## config.mk

```make
export PLATFORM = sky130hd
export DESIGN_NAME = instr_cycle_sequencer
export DESIGN_NICKNAME = d
export VERILOG_FILES = /design/src/rtl/instr_cycle_sequencer.sv
export SDC_FILE = /design/constraint.sdc
export NUM_CORES = 1
export LEC_CHECK = 0
export BUFFER_PORTS_ARGS = -buffer_cell sky130_fd_sc_hd__buf_2
export CAP_MARGIN = 5
export CORE_MARGIN = 3
export CORE_UTILIZATION = 45
export CTS_CLUSTER_SIZE = 10
export DETAILED_ROUTE_END_ITERATION = 7
export PLACE_DENSITY = 0.7
export SYNTH_ARGS = -nofsm -noshare
export SYNTH_HDL_FRONTEND = slang
export SYNTH_SLANG_ARGS = --single-unit
export TNS_END_PERCENT = 20
```

## constraint.sdc

```tcl
create_clock -name clk -period 6.6 [get_ports clk]
set_input_delay 1.98 -clock clk [delete_from_list [all_inputs] [get_ports clk]]
set_output_delay 1.98 -clock clk [all_outputs]
set_load 0.005 [all_outputs]
```

## src/rtl/instr_cycle_sequencer.sv

```systemverilog
// ============================================================================
// Module      : instr_cycle_sequencer
// Description : Multi-cycle FETCH/DECODE/EXEC/MEM/WB control sequencer with a
//               memory-handshake stall watchdog. Optional single-step HOLD
//               state is enabled by defining INSTR_SINGLE_STEP_EN.
// Revision    : 1.0 - initial release
// ============================================================================
`default_nettype none

module instr_cycle_sequencer #(
    parameter int TIMEOUT_CYCLES = 255,
    parameter int CNT_W          = 8
) (
    input  logic        clk,
    input  logic        reset,
    input  logic [5:0]  opcode,
    input  logic        dec_gp_we,
    input  logic        im_ready,
    input  logic        dm_ready,
`ifdef INSTR_SINGLE_STEP_EN
    input  logic        step,
`endif
    output logic        im_req,
    output logic        ir_we,
    output logic        dm_req,
    output logic        dm_we,
    output logic        gp_we,
    output logic        pc_we,
    output logic        fault,
    output logic [2:0]  state_o,
    output logic [31:0] retired
);

    typedef enum logic [2:0] {
        ST_FETCH  = 3'd0,
        ST_DECODE = 3'd1,
        ST_EXEC   = 3'd2,
        ST_MEM    = 3'd3,
        ST_WB     = 3'd4,
        ST_HOLD   = 3'd5,
        ST_FAULT  = 3'd7
    } state_t;

    localparam logic [5:0]       c_op_load  = 6'b100011;
    localparam logic [5:0]       c_op_store = 6'b101011;
    localparam logic [CNT_W-1:0] c_timeout  = CNT_W'(TIMEOUT_CYCLES);
    localparam logic [CNT_W-1:0] c_cnt_max  = {CNT_W{1'b1}};

    // Single-step builds park in HOLD wherever the sequencer would return to FETCH.
`ifdef INSTR_SINGLE_STEP_EN
    localparam state_t c_fetch_entry = ST_HOLD;
`else
    localparam state_t c_fetch_entry = ST_FETCH;
`endif

    state_t             r_state;
    state_t             w_state_next;
    logic [CNT_W-1:0]   r_cnt;
    logic [CNT_W-1:0]   w_cnt_next;
    logic [CNT_W-1:0]   w_cnt_inc;
    logic [31:0]        r_retired;
    logic               w_is_load;
    logic               w_is_store;
    logic               w_limit;
    logic               w_count_en;
    logic               w_im_req;
    logic               w_ir_we;
    logic               w_dm_req;
    logic               w_dm_we;
    logic               w_gp_we;
    logic               w_pc_we;
    logic               w_fault;

    assign w_is_load  = (opcode == c_op_load);
    assign w_is_store = (opcode == c_op_store);
    assign w_cnt_inc  = (r_cnt == c_cnt_max) ? r_cnt : r_cnt + CNT_W'(1);
    // The limit is judged on the count this cycle would produce, so the
    // Nth consecutive not-ready cycle is the one that traps.
    assign w_limit    = (TIMEOUT_CYCLES != 0) && (w_cnt_inc >= c_timeout);

    always_comb begin
        w_state_next = r_state;
        w_count_en   = 1'b0;
        w_im_req     = 1'b0;
        w_ir_we      = 1'b0;
        w_dm_req     = 1'b0;
        w_dm_we      = 1'b0;
        w_gp_we      = 1'b0;
        w_pc_we      = 1'b0;
        w_fault      = 1'b0;
        case (r_state)
            ST_FETCH: begin
                w_im_req = 1'b1;
                if (im_ready) begin
                    w_ir_we      = 1'b1;
                    w_state_next = ST_DECODE;
                end else begin
                    w_count_en = 1'b1;
                    if (w_limit) w_state_next = ST_FAULT;
                end
            end
            ST_DECODE: w_state_next = ST_EXEC;
            ST_EXEC: begin
                if (w_is_load || w_is_store) begin
                    w_state_next = ST_MEM;
                end else if (dec_gp_we) begin
                    w_state_next = ST_WB;
                end else begin
                    w_pc_we      = 1'b1;
                    w_state_next = c_fetch_entry;
                end
            end
            ST_MEM: begin
                w_dm_req = 1'b1;
                w_dm_we  = w_is_store;
                if (dm_ready) begin
                    if (w_is_store) begin
                        w_pc_we      = 1'b1;
                        w_state_next = c_fetch_entry;
                    end else begin
                        w_state_next = ST_WB;
                    end
                end else begin
                    w_count_en = 1'b1;
                    if (w_limit) w_state_next = ST_FAULT;
                end
            end
            ST_WB: begin
                w_gp_we      = 1'b1;
                w_pc_we      = 1'b1;
                w_state_next = c_fetch_entry;
            end
`ifdef INSTR_SINGLE_STEP_EN
            ST_HOLD: begin
                if (step) w_state_next = ST_FETCH;
            end
`endif
            ST_FAULT: w_fault = 1'b1;
            default:  w_state_next = ST_FETCH;
        endcase
    end

    always_comb begin
        w_cnt_next = r_cnt;
        if (w_state_next != r_state) begin
            w_cnt_next = '0;
        end else if (w_count_en) begin
            w_cnt_next = w_cnt_inc;
        end
    end

    always_ff @(posedge clk) begin
        if (reset) begin
            r_state   <= c_fetch_entry;
            r_cnt     <= '0;
            r_retired <= '0;
        end else begin
            r_state <= w_state_next;
            r_cnt   <= w_cnt_next;
            if (w_pc_we) r_retired <= r_retired + 32'd1;
        end
    end

    // Reset masks every output so a mid-access reset can never commit.
    assign im_req  = ~reset & w_im_req;
    assign ir_we   = ~reset & w_ir_we;
    assign dm_req  = ~reset & w_dm_req;
    assign dm_we   = ~reset & w_dm_we;
    assign gp_we   = ~reset & w_gp_we;
    assign pc_we   = ~reset & w_pc_we;
    assign fault   = ~reset & w_fault;
    assign state_o = reset ? 3'd0 : r_state;
    assign retired = reset ? 32'd0 : r_retired;

endmodule

`default_nettype wire

```

==> impl_results.md <==
* Status: complete, no violations
* Layout fillers at 590
* DP Area at 3120 sq um
* Cells along the critical path: buf_2 -> and4bb_2 -> a2111oi_0 -> o21bai_2 -> buf_4 -> a21oi_1 -> buf_2
* Worst VDD drop at 0.0790 mV
* Synth-to-Final Area Change at 14.0%
* DRT antenna net count at 0
* Synth cell count leaders: nor2_1 (55), dfxtp_1 (43), nor2b_1 (26), xnor2_1 (26), nand3_1 (24)
* Fin crit share at 0.836
* Asr flop ratio synth at 0
* Worst R2R Start: r_cnt[0]
* Ant diodes at 0
* Post-synth cell types at 49
* Grt met3 use at 0.0291
* Hold depth at 2
* Finished Cell Area at 3220 sq um
* Register bit total from synthesis at 43
* Synth area leader: dfxtp_1
* Fmax at 0.181 GHz
* Met1 usage at 0.253
* Worst-Margin Slew at 0.686 ns
* Drt drc at 0
* Hold buffers post-CTS at 0
* Crit path top cell by count: buf_2
* Critical Path Fanout Max at 27
* Setup_tns at 0 ns
* Overflow after GRT at 0
* Hold Fails Final Rpt at 0
* Global Route met2 Usage at 0.291
* Die height at 85.3 um
* Clk buf depth at 2
* RR Endpoint: r_cnt[1]
* Clk Latency, worst-skew pair at 0.29 ns
* Worst Path Required at 4.62 ns
* Core Util, Final at 0.538
* Syn Inst Count at 367
* Post-Route WL at 6420 um
* Slowest cell delay on critical path at 0.57 ns
* First-pass GRT wire length at 11100 um
* Ys flop type: dfxtp_1
* Drt initial violations at 109
* RSZ-0062 raised after global routing: no
* Ys Warns at 0
* # setup viols final at 0
* Critical Path AT at 3.54 ns
* Dpl hpwl at 4690 um
* H-tree depth at 2
* Core area at 5990 sq um
* Via-to-Cell Ratio at 5.55
* I/O pins at 53
* Crit Path Category: in2out
* Crit-path slowest cell: a2111oi_0
* Final hold slack at 0.517 ns
* Count leader, synth: nor2_1
* Initial antenna violation count at 0
* Pre-CTS setup slack at 1.06 ns
* GRT Util Overall at 0.181
* Final worst setup slack at 1.08 ns
* Row count at 28
* Sequential fraction of the synthesis area at 0.304
* Largest net degree at the start of global routing at 39
* Static Leak at 0.00115 uW
* Clock skew at 0.00545 ns
* CTS clock-pin slew for the worst setup and hold paths at 0.08 ns
* TritonRoute pass-1 iters at 4
* Post-synth EDFFs at 0
* Die extent in x at 85.3 um
* CTS root buf: clkbuf_8
* Max-Cap Viols at 0
* PwrDens at 152 nW/um^2
* Post-route minimum period at 5.52 ns
* Routed via count at 2680
* Flop-to-flop setup slack at 3.69 ns
* Logic depth of the worst register-to-register path at 7
* Avg Synthesized Cell Area at 7.71 sq um
* HP Class: reg2reg
* Most utilized layer in the global route result: met2
* CTS tree: done
* CTS-repair resized insts at 0
* Inserted Clock Buffers at 5
* Vias in the first global route at 2414
* Wire per inst at 13.3 um
* Startpoint types: input port
* Hold_sp: r_retired[1]
* Starting density of the core at 0.472
* Hold EP: r_retired[1]
* Clock sinks at 43
* Nets at 420
* Area contributors post-synth: dfxtp_1 (30%), xnor2_1 (8.0%), nor2_1 (7.3%)
* Syn Nets at 380
* Crit path capture type: output pin
* Buffers on Ports at 52
* Post-CTS Setup Bufs at 0
* Post-synth top area share at 0.304
* Fraction of layout cells with a size suffix above 1 at 0.194
* Rel. slew slack at 0.541
* GP Congestion at 0.856
* Count of pins over their slew limit at 0
* Post-synthesis cell area at 2830 sq um
* Die area at 7270 sq um
==> final cells by class <==
| cell class | count | area, sq um | area share |
|---|---|---|---|
| Clock buffer | 8 | 100 | 0.0310 |
| Inverter | 18 | 67.6 | 0.0210 |
| Multi-Input combinational cell | 282 | 1800 | 0.560 |
| Sequential cell | 43 | 861 | 0.267 |
| Tap cell | 75 | 93.8 | 0.0291 |
| Timing Repair Buffer | 57 | 298 | 0.0924 |
==> through the flow <==
| stage | instances | power, uW |
|---|---|---|
| floorplan | 367 | 300 |
| global placement | 475 | 313 |
| detailed placement | 475 | 313 |
| CTS | 483 | 492 |
| global route | 483 | 508 |
| finish | 483 | 489 |
==> layer usage <==
layer / vias up / wire, um
met1: 1236 / 3130
met5: - / 0
met2: 50 / 2990
li1: 1390 / -
met4: 0 / 51
met3: 4 / 249
==> worst max-delay path by stage <==
| stage | startpoint | to | slack (ns) | depth (start not counted) |
|---|---|---|---|---|
| 2_1_floorplan | opcode[4] | pc_we | 1.34 | 6 |
| 3_3_place_gp | opcode[1] | pc_we | 1.07 | 7 |
| 3_5_place_dp | opcode[1] | pc_we | 1.06 | 7 |
| 4_1_cts | opcode[1] | pc_we | 1.06 | 7 |
| 5_1_grt | opcode[1] | pc_we | 0.91 | 7 |
| 6_report | opcode[1] | pc_we | 1.08 | 7 |
==> where the power goes <==
group	switching, uW	total, uW	internal (uW)
clock network	85.7	181	95.5
logic	23.8	39.6	15.8
registers	6.42	268	261
total	116	489	373
==> cells by family after synthesis <==
family / Yosys count / synth area share
xor gates and xnor gates: 26 / 0.0805
buffers and inverters: 42 / 0.0593
AOI/OAI and AO/OA: 63 / 0.179
DFF: 43 / 0.304
muxes: 9 / 0.0345
adders and majority gates: 2 / 0.00884
and+or+nand+nor: 182 / 0.333
==> layout by cell type (no fill, tap or decap), types with 2 or more instances in the layout <==
cell,Yosys,layout
nand3_1,24,24
a21oi_1,11,11
xnor2_1,26,26
nor2b_1,26,26
and2_1,3,3
inv_1,18,18
mux2_2,6,6
and3b_1,2,2
ha_1,2,2
o21ai_0,6,6
nor4b_1,2,2
nand2b_1,3,3
and4_1,4,4
a2111oi_1,3,3
nor4_1,7,7
a221oi_1,2,2
buf_4,0,5
or4_4,2,2
mux2i_1,3,3
nand2_1,21,21
and3_1,6,6
a211oi_1,10,10
or4_1,3,3
nor3_1,12,12
a31oi_1,5,5
dfxtp_1,43,43
a2111oi_0,9,9
nor2_1,55,55
a2111oi_4,2,2
or3_1,2,2
buf_2,2,52
clkbuf_8,0,7
nand4_1,8,8
a21boi_0,2,2
==> state kept, by name (all words and copies together), names as in the netlist <==
register and cells:
r_retired 32, r_cnt 8, r_state 3
==> critical path, delay by kind of cell <==
family | cells | cell delay, ns
compound gates | 3 | 0.81
buf+inv | 3 | 0.46
simple gates | 1 | 0.27
Power figures use the tool's default switching activity.
